### src/rtl/stream_fifo_pkg.sv
// stream_fifo_pkg: shared sizing helpers, defaults and operation encoding for stream_fifo.
// Revision: 1.0
`default_nettype none

package stream_fifo_pkg;

  localparam int unsigned DEFAULT_WIDTH = 8;
  localparam int unsigned DEFAULT_DEPTH = 8;

  // Per-cycle accepted operation, encoded as {write_accepted, read_accepted}.
  typedef enum logic [1:0] {
    OP_IDLE  = 2'b00,
    OP_READ  = 2'b01,
    OP_WRITE = 2'b10,
    OP_BOTH  = 2'b11
  } fifo_op_e;

  // Ceiling log2 that never returns zero, so a vector sized by it always exists.
  function automatic int unsigned clog2_min1(input int unsigned value);
    int unsigned bits;
    bits = 0;
    while ((64'd1 << bits) < 64'(value)) bits++;
    return (bits == 0) ? 1 : bits;
  endfunction

endpackage

`default_nettype wire

### src/rtl/stream_fifo_regfile.sv
// stream_fifo_regfile: storage array with one synchronous write port and one asynchronous read port.
// Revision: 1.0
`default_nettype none

module stream_fifo_regfile
  import stream_fifo_pkg::*;
#(
  parameter int unsigned WIDTH = DEFAULT_WIDTH,
  parameter int unsigned DEPTH = DEFAULT_DEPTH,
  localparam int unsigned AW = clog2_min1(DEPTH)
) (
  input  logic             i_Clk,
  input  logic             i_We,
  input  logic [AW-1:0]    i_Waddr,
  input  logic [WIDTH-1:0] i_Wdata,
  input  logic [AW-1:0]    i_Raddr,
  output logic [WIDTH-1:0] o_Rdata
);

  // Contents are deliberately not reset; the top gates the read path while empty.
  logic [WIDTH-1:0] mem_q [DEPTH];

  always_ff @(posedge i_Clk) begin
    if (i_We) begin
      mem_q[i_Waddr] <= i_Wdata;
    end
  end

  assign o_Rdata = mem_q[i_Raddr];

endmodule

`default_nettype wire

### src/rtl/stream_fifo.sv
// stream_fifo: first-word fall-through circular FIFO with thresholds, flush and sticky error flags.
// Revision: 1.0
`default_nettype none

module stream_fifo
  import stream_fifo_pkg::*;
#(
  parameter int unsigned WIDTH    = DEFAULT_WIDTH,
  parameter int unsigned DEPTH    = DEFAULT_DEPTH,
  parameter int unsigned AF_LEVEL = 6,
  parameter int unsigned AE_LEVEL = 2,
  localparam int unsigned CW = clog2_min1(DEPTH + 1)
) (
  input  logic             i_Clk,
  input  logic             i_Rst_L,
  input  logic             i_Clear,
  input  logic             i_Wr_DV,
  input  logic [WIDTH-1:0] i_Wr_Data,
  input  logic             i_Rd_En,
  output logic [WIDTH-1:0] o_Rd_Data,
  output logic             o_Full,
  output logic             o_Empty,
  output logic             o_Almost_Full,
  output logic             o_Almost_Empty,
  output logic [CW-1:0]    o_Count,
  output logic             o_Overflow,
  output logic             o_Underflow
);

  localparam int unsigned    PW      = clog2_min1(DEPTH);
  localparam logic [CW-1:0]  C_DEPTH = CW'(DEPTH);
  localparam logic [CW-1:0]  C_AF    = CW'(AF_LEVEL);
  localparam logic [CW-1:0]  C_AE    = CW'(AE_LEVEL);
  localparam logic [PW-1:0]  C_LAST  = PW'(DEPTH - 1);

  logic [PW-1:0]    wr_ptr_q, wr_ptr_d;
  logic [PW-1:0]    rd_ptr_q, rd_ptr_d;
  logic [CW-1:0]    count_q, count_d;
  logic             overflow_q, overflow_d;
  logic             underflow_q, underflow_d;
  logic             w_empty, w_full, w_wr_acc, w_rd_acc;
  logic [WIDTH-1:0] w_rd_word;
  fifo_op_e         w_op;

  // Explicit wrap compare keeps non-power-of-two depths correct.
  function automatic logic [PW-1:0] ptr_next(input logic [PW-1:0] ptr);
    return (ptr == C_LAST) ? '0 : ptr + 1'b1;
  endfunction

  assign w_empty  = (count_q == '0);
  assign w_full   = (count_q == C_DEPTH);
  assign w_rd_acc = i_Rd_En && !w_empty && !i_Clear;
  // A full FIFO still takes a write when the head is popped in the same cycle.
  assign w_wr_acc = i_Wr_DV && !i_Clear && (!w_full || w_rd_acc);
  assign w_op     = fifo_op_e'({w_wr_acc, w_rd_acc});

  always_comb begin
    wr_ptr_d    = wr_ptr_q;
    rd_ptr_d    = rd_ptr_q;
    count_d     = count_q;
    overflow_d  = overflow_q;
    underflow_d = underflow_q;
    if (i_Clear) begin
      wr_ptr_d    = '0;
      rd_ptr_d    = '0;
      count_d     = '0;
      overflow_d  = 1'b0;
      underflow_d = 1'b0;
    end else begin
      if (w_wr_acc) wr_ptr_d = ptr_next(wr_ptr_q);
      if (w_rd_acc) rd_ptr_d = ptr_next(rd_ptr_q);
      case (w_op)
        OP_WRITE: count_d = count_q + 1'b1;
        OP_READ:  count_d = count_q - 1'b1;
        default:  count_d = count_q;
      endcase
      if (i_Wr_DV && !w_wr_acc) overflow_d = 1'b1;
      if (i_Rd_En && w_empty)   underflow_d = 1'b1;
    end
  end

  always_ff @(posedge i_Clk or negedge i_Rst_L) begin
    if (!i_Rst_L) begin
      wr_ptr_q    <= '0;
      rd_ptr_q    <= '0;
      count_q     <= '0;
      overflow_q  <= 1'b0;
      underflow_q <= 1'b0;
    end else begin
      wr_ptr_q    <= wr_ptr_d;
      rd_ptr_q    <= rd_ptr_d;
      count_q     <= count_d;
      overflow_q  <= overflow_d;
      underflow_q <= underflow_d;
    end
  end

  stream_fifo_regfile #(
    .WIDTH (WIDTH),
    .DEPTH (DEPTH)
  ) u_regfile (
    .i_Clk   (i_Clk),
    .i_We    (w_wr_acc),
    .i_Waddr (wr_ptr_q),
    .i_Wdata (i_Wr_Data),
    .i_Raddr (rd_ptr_q),
    .o_Rdata (w_rd_word)
  );

  assign o_Rd_Data      = w_empty ? '0 : w_rd_word;
  assign o_Full         = w_full;
  assign o_Empty        = w_empty;
  assign o_Almost_Full  = (count_q >= C_AF);
  assign o_Almost_Empty = (count_q <= C_AE);
  assign o_Count        = count_q;
  assign o_Overflow     = overflow_q;
  assign o_Underflow    = underflow_q;

endmodule

`default_nettype wire

### config.mk
export PLATFORM = sky130hd
export DESIGN_NAME = stream_fifo
export DESIGN_NICKNAME = d
export VERILOG_FILES = /design/src/rtl/stream_fifo_pkg.sv /design/src/rtl/stream_fifo_regfile.sv /design/src/rtl/stream_fifo.sv
export SDC_FILE = /design/constraint.sdc
export NUM_CORES = 1
export LEC_CHECK = 0
export CAP_MARGIN = 25
export CELL_PAD_IN_SITES_DETAIL_PLACEMENT = 1
export CELL_PAD_IN_SITES_GLOBAL_PLACEMENT = 1
export CORE_MARGIN = 2
export CORE_UTILIZATION = 49
export CTS_CLUSTER_SIZE = 8
export DETAILED_ROUTE_END_ITERATION = 16
export PLACE_DENSITY = 0.76
export SLEW_MARGIN = 0
export SYNTH_ARGS = -nofsm -noshare
export SYNTH_HDL_FRONTEND = slang
export SYNTH_HIERARCHICAL = 1
export SYNTH_SLANG_ARGS = --single-unit
### constraint.sdc
create_clock -name i_Clk -period 2.6 [get_ports i_Clk]
set_input_delay 0.26 -clock i_Clk [delete_from_list [all_inputs] [get_ports i_Clk]]
set_output_delay 0.26 -clock i_Clk [all_outputs]
set_load 0.03 [all_outputs]
======== Word level (Yosys, flattened, before mapping) ========
Memory sizes are Yosys's and may differ from the RTL's.
Index checks and enable logic that the tools add are counted.
cells by class
  multiply operators ...................... 0
  eq/ne operators ......................... 5
  bitwise operators ....................... 0
  reductions and logical operators ........ 17
  shift operators ......................... 0
  $add $sub $neg .......................... 4
  divide/modulo/power cells ............... 0
  multiplexer cells ....................... 15
  magnitude comparators ................... 2
operators by type and width
  kind                                                                                  count
  3-bit two-way mux                                                                     6
  8-bit two-way mux                                                                     1
  4-bit one-hot mux with 2 select lines                                                 1
  2-bit nonzero test                                                                    4
  3-bit by 1-bit adder with 3-bit output (second input constant)                        2
  3-bit equality test (second input constant)                                           2
  1-bit logical AND                                                                     6
  1-bit two-way mux                                                                     6
  4-bit by 1-bit adder with 4-bit output (second input constant)                        1
  4-bit equality test (second input constant)                                           1
  4-bit by 3-bit greater-or-equal comparator with 1-bit output (second input constant)  1
  4-bit by 2-bit <= comparator with 1-bit output (second input constant)                1
  1-bit logical NOT                                                                     4
  4-bit logical NOT                                                                     1
  4-bit two-way mux                                                                     1
  4-bit by 1-bit subtractor with 4-bit output (second input constant)                   1
  3-bit nonzero test                                                                    1
  2-bit by 1-bit equality test with 1-bit output (second input constant)                1
  2-bit equality test (second input constant)                                           1
  1-bit logical OR                                                                      1
word-level totals
  word-level logic and storage cells ...... 49
  RAM bits ................................ 64
  input bits .............................. 13
  register bits ........................... 12
  memories ................................ 1
  output and inout bits ................... 18
  bits in read-only memories .............. 0
  bits in latches ......................... 0
memory list
  name             words  width  rd ports  clocked after Yosys merged registers in  write ports  RTL line                   source
  u_regfile.mem_q  8      8      1         0                                        1            stream_fifo_regfile.sv:21  logic [WIDTH-1:0] mem_q [DEPTH];

======== Longest topological paths before layout ========
  depth after elaboration ................. 10
  depth in mapped cells ................... 9

======== Hierarchy ========
The synthesis kept the hierarchy.
modules (own cells, without submodules)
  module               instances  seq. area each (µm²)  cells each  area each (µm²)
  stream_fifo_regfile  1          1921.8                106         2531.2
  stream_fifo          1          300.3                 92          875.8

======== Least setup slack after synthesis ========
Ideal clock, no wire load.
  path kind ............................... register -> register
  start ................................... register count_q[0] (netlist: o_Count[0])
  end ..................................... register count_q[3] (netlist: o_Count[3])
  period minus slack after synthesis ...... 2590 ps
  cell stages (with the launch flop) ...... 10
  required time ........................... 2463 ps
  arrival ................................. 2453 ps
  path buffers ............................ 2
  setup slack ............................. 10 ps
  cells stage by stage .................... dfrtp_1 buf_2 nor4_2 buf_2 nor3_1 ha_1 a211o_1 o21a_1 o211ai_1 a31oi_1
between the ends
  word-level cells in the longest chain between the ends .. 9
RTL lines
  item                                                                                   RTL line           source
  start, declared                                                                        stream_fifo.sv:38  logic [CW-1:0] count_q, count_d;
  start signal, assigned                                                                 stream_fifo.sv:92  count_q <= count_d;
  4-bit logical NOT (*)                                                                  stream_fifo.sv:50  assign w_empty = (count_q == '0);
  net o_Empty                                                                            stream_fifo.sv:22  output logic o_Empty,
  1-bit logical NOT (*)                                                                  stream_fifo.sv:52  assign w_rd_acc = i_Rd_En && !w_empty && !i_Clear;
  1-bit logical AND (*) (2 in series)                                                    stream_fifo.sv:52
  1-bit logical OR                                                                       stream_fifo.sv:54  assign w_wr_acc = i_Wr_DV && !i_Clear && (!w_full || w_rd_acc);
  1-bit logical AND                                                                      stream_fifo.sv:54
  2-bit by 1-bit equality test with 1-bit output or 2-bit equality test (tied branches)  stream_fifo.sv:72  case (w_op)
  4-bit one-hot mux with 2 select lines                                                  stream_fifo.sv:72
  4-bit two-way mux                                                                      stream_fifo.sv:63  if (i_Clear) begin
The timed path passes the listed nets; every way through them passes the cells marked *.
A chain may end at the register's enable or synchronous reset.

======== Worst setup path after layout ========
  start ................................... register rd_ptr_q[0]
  end ..................................... output port o_Rd_Data[3]
between the ends
  word-level cells in the longest chain between the ends .. 2
RTL lines
  item                    RTL line            source
  start, declared         stream_fifo.sv:37   logic [PW-1:0] rd_ptr_q, rd_ptr_d;
  start signal, assigned  stream_fifo.sv:91   rd_ptr_q <= rd_ptr_d;
  memory read 8 x 8 bit   --
  net w_rd_word[3]        stream_fifo.sv:42   logic [WIDTH-1:0] w_rd_word;
  8-bit two-way mux       stream_fifo.sv:110  assign o_Rd_Data = w_empty ? '0 : w_rd_word;
  end, declared           stream_fifo.sv:20   output logic [WIDTH-1:0] o_Rd_Data,
The timed path passes the listed nets, and every way through them passes these cells.

==> results_dict.tcl <==
set metrics [dict create \
    synth.area.mux_share 0.158 \
    stdcell_count 331 \
    drt_iter0_markers 130 \
    syn_avg_cell_area_um2 17.2 \
    grt_max_degree 18 \
    clk_latency_ns 0.34 \
    grt-ovfl-total 0 \
    finClkSkew_ns 0.00989 \
    antenna_found_initial 0 \
    wl_met2_um 3590 \
    crit_type "flip-flop to output pin" \
    ys_ff_latch 76 \
    setup_viol 0 \
    grt_pass1_vias 2047 \
    drtAntennaViolNets 0 \
    path_clk_slew_ns 0.08 \
    outcome "completed" \
    synthFlopType "edfxtp_1" \
    nFillCells 620 \
    synth_edf_count 64 \
    ir_drop_v 0.000385 \
    slew_viol_final 0 \
    required_ns 2.34 \
    syn-cell-area_mm2 0.00341 \
    die_width_um 87.4 \
    gp_congestion 0.832 \
    whs_ns 0.307 \
    critPathLaunch "rd_ptr_q[0]" \
    r2r_slack_ns 0.47 \
    rr_endpoint "o_Count[1]" \
    hold_path_class "input pin to async pin" \
    wirelength_um 6960 \
    drive_above_1_share 0.199 \
    place_inst 315 \
    firstDrtPassIters 4 \
    core_area_mm2 0.00676 \
    finalCriticalPeriod_ns 2.52 \
    p_leak_nw 1.49 \
    synthSimpleGateAreaFrac 0.0856 \
    power.total_mw 3.85 \
    ctsRootBufferMaster "clkbuf_8" \
    cp_data_arrival_time_ns 2.26 \
    cts_tree "yes" \
    maxSlewHeadroom 0.581 \
    drt-vias-per-instance 5.82 \
    diodes 0 \
    cp-end-kind "output pin" \
    synthArstFlopShare 0.158 \
    io_pins 31 \
    cts_sinks 76 \
    vias 1926 \
    dp_hpwl_um 4630 \
    fin_setup_tns_ns 0 \
    reg2reg_from "o_Count[1]" \
    synthXorXnorAreaFrac 0.00514 \
    nets 266 \
    drc_errors 0 \
    numCtsBuffers 9 \
    grt_pass1_wl_um 11000 \
    startpoint_type "flip-flop" \
    maxCapViolCount 0 \
    die-area_mm2 0.00764 \
    wl_met1_um 3040 \
    area_growth_pct 20.0 \
    synth_compound_area_frac 0.0492 \
    num_rows 30 \
    ys_warn_count 6 \
    p_per_area_mw_per_mm2 942 \
    clockBufferDepth 2 \
    ys_seq_area_frac 0.652 \
    cts_max_level 3 \
    synthAdderAreaFrac 0.0279 \
    timing.fmax_mhz 396 \
    grt_setup_unrepaired "no" \
    initial_core_util 0.504 \
    grtUsageTotal 0.202 \
    finalCritPeriodShare 0.970 \
    finalHoldViolCount 0 \
    path_max_fanout 16 \
    syn_inst 198 \
    synth_top_family_by_area "multiplexers" \
    wl_per_cell_um 21.0 \
    synthDistinctLibCells 44 \
    io_buffer_count 30 \
    fp.dieH_um 87.4 \
    wl_met3_um 211 \
    reg2reg_depth 7 \
    worst_pin_slew_ns 0.626 \
    postSynthNetCount 218 \
    top_layer_used "met4" \
]
## synthesized netlist by cell type (2+ instances only)
cell	number	area, um2
dfrtp_1	12	300
xnor2_1	2	17.5
or3_1	3	18.8
nor3_1	3	15.0
a211oi_1	2	15.0
buf_2	5	25.0
o21ai_0	2	10.0
edfxtp_1	64	1920
nor2_1	16	60.1
clkbuf_1	2	7.51
mux4_1	15	394
nand2b_1	5	31.3
nand2_1	6	22.5
mux2i_1	3	30.0
a21oi_1	5	25.0
o21ai_4	2	32.5
o211ai_1	2	15.0
ha_1	6	75.1
mux2_2	8	90.1
nor2b_1	9	56.3
nand3_1	3	15.0
## sequential cells by signal, summed over array words and instances, names as in the netlist
signal / cells
o_Underflow: 1
rd_ptr_q: 3
o_Count: 4
u_regfile/mem_q: 64
wr_ptr_q: 3
o_Overflow: 1
## cell usage in the layout (no fill, tap or decap), types with 2 or more instances in the layout
master,count
clkinv_4,2
o21ai_4,2
edfxtp_1,64
o211ai_1,2
or3_1,3
dlygate4sd2_1,8
buf_4,18
nor2b_1,9
nor3_1,3
ha_1,6
mux2_2,8
a211oi_1,2
clkbuf_8,9
nand2b_1,5
xnor2_1,2
nand2_1,6
clkdlybuf4s50_1,21
bufinv_16,2
o21ai_0,2
mux2i_1,3
nand3_1,3
nor2_1,16
mux4_1,15
a21oi_1,5
dfrtp_1,10
dfrtp_2,2
## kinds of logic (layout without fill, tap and decap cells)
family	count (synthesis)	in the layout
fa+ha+maj	7	7
buf+inv	12	65
xor+xnor	2	2
compound gates	21	21
flops	76	76
mux	27	27
simple gates	53	53
## worst max-delay path, cell delays in order (launching register included)
cell and delay (ns):
dfrtp_2 0.42, buf_12 0.18, mux4_1 0.58, mux2_2 0.27, nor2b_1 0.12, dlygate4sd2_1 0.35
## metal layers
layer	track usage	vias to the layer above
li1	-	883
met1	0.264	991
met2	0.327	42
met3	0.0417	10
met4	0.0867	0
met5	0	-
## where the power goes
part | leakage [nW] | internal (mW) | total [mW] | switching (mW)
Clock | 0.104 | 0.541 | 0.972 | 0.431
Combinational | 0.652 | 0.612 | 1.41 | 0.801
Sequential | 0.737 | 1.38 | 1.47 | 0.0816
## how the worst max path moves through the flow
stage	to	slack (ns)	cells past startpoint
after floorplan	o_Count[3]	0.01	9
after global placement	o_Rd_Data[6]	0.18	4
after detailed placement	o_Rd_Data[7]	0.15	5
after CTS	o_Rd_Data[7]	0.01	5
after global routing	o_Full	0.002	4
final	o_Rd_Data[3]	0.08	5
## layout make-up
type | count | area (um2) | area share
flip-flops and latches | 76 | 2220 | 0.544
clock buffers | 10 | 128 | 0.0312
repair buffers | 48 | 435 | 0.106
well taps | 80 | 100 | 0.0245
inverters | 1 | 3.75 | 0.000918
multi-input cells | 110 | 1110 | 0.271
clock inverters | 6 | 88.8 | 0.0217
## repair_timing
action,in CTS,in global routing
setup buffers,0,0
endpoints found under the setup margin,8,7
hold buffers,0,0
resized for setup,9,1
## per-stage QoR
| step | worst slack [ns] | instance area [um2] | util |
|---|---|---|---|
| global placement | 0.180 | 3880 | 0.574 |
| CTS | 0.0135 | 4090 | 0.605 |
| floorplan | 0.00996 | 3410 | - |
| detailed placement | 0.149 | 3880 | 0.574 |
| finish | 0.0769 | 4090 | 0.605 |
| global route | 0.00197 | 4090 | 0.605 |
Note: power is estimated with default switching activity, not from simulation.
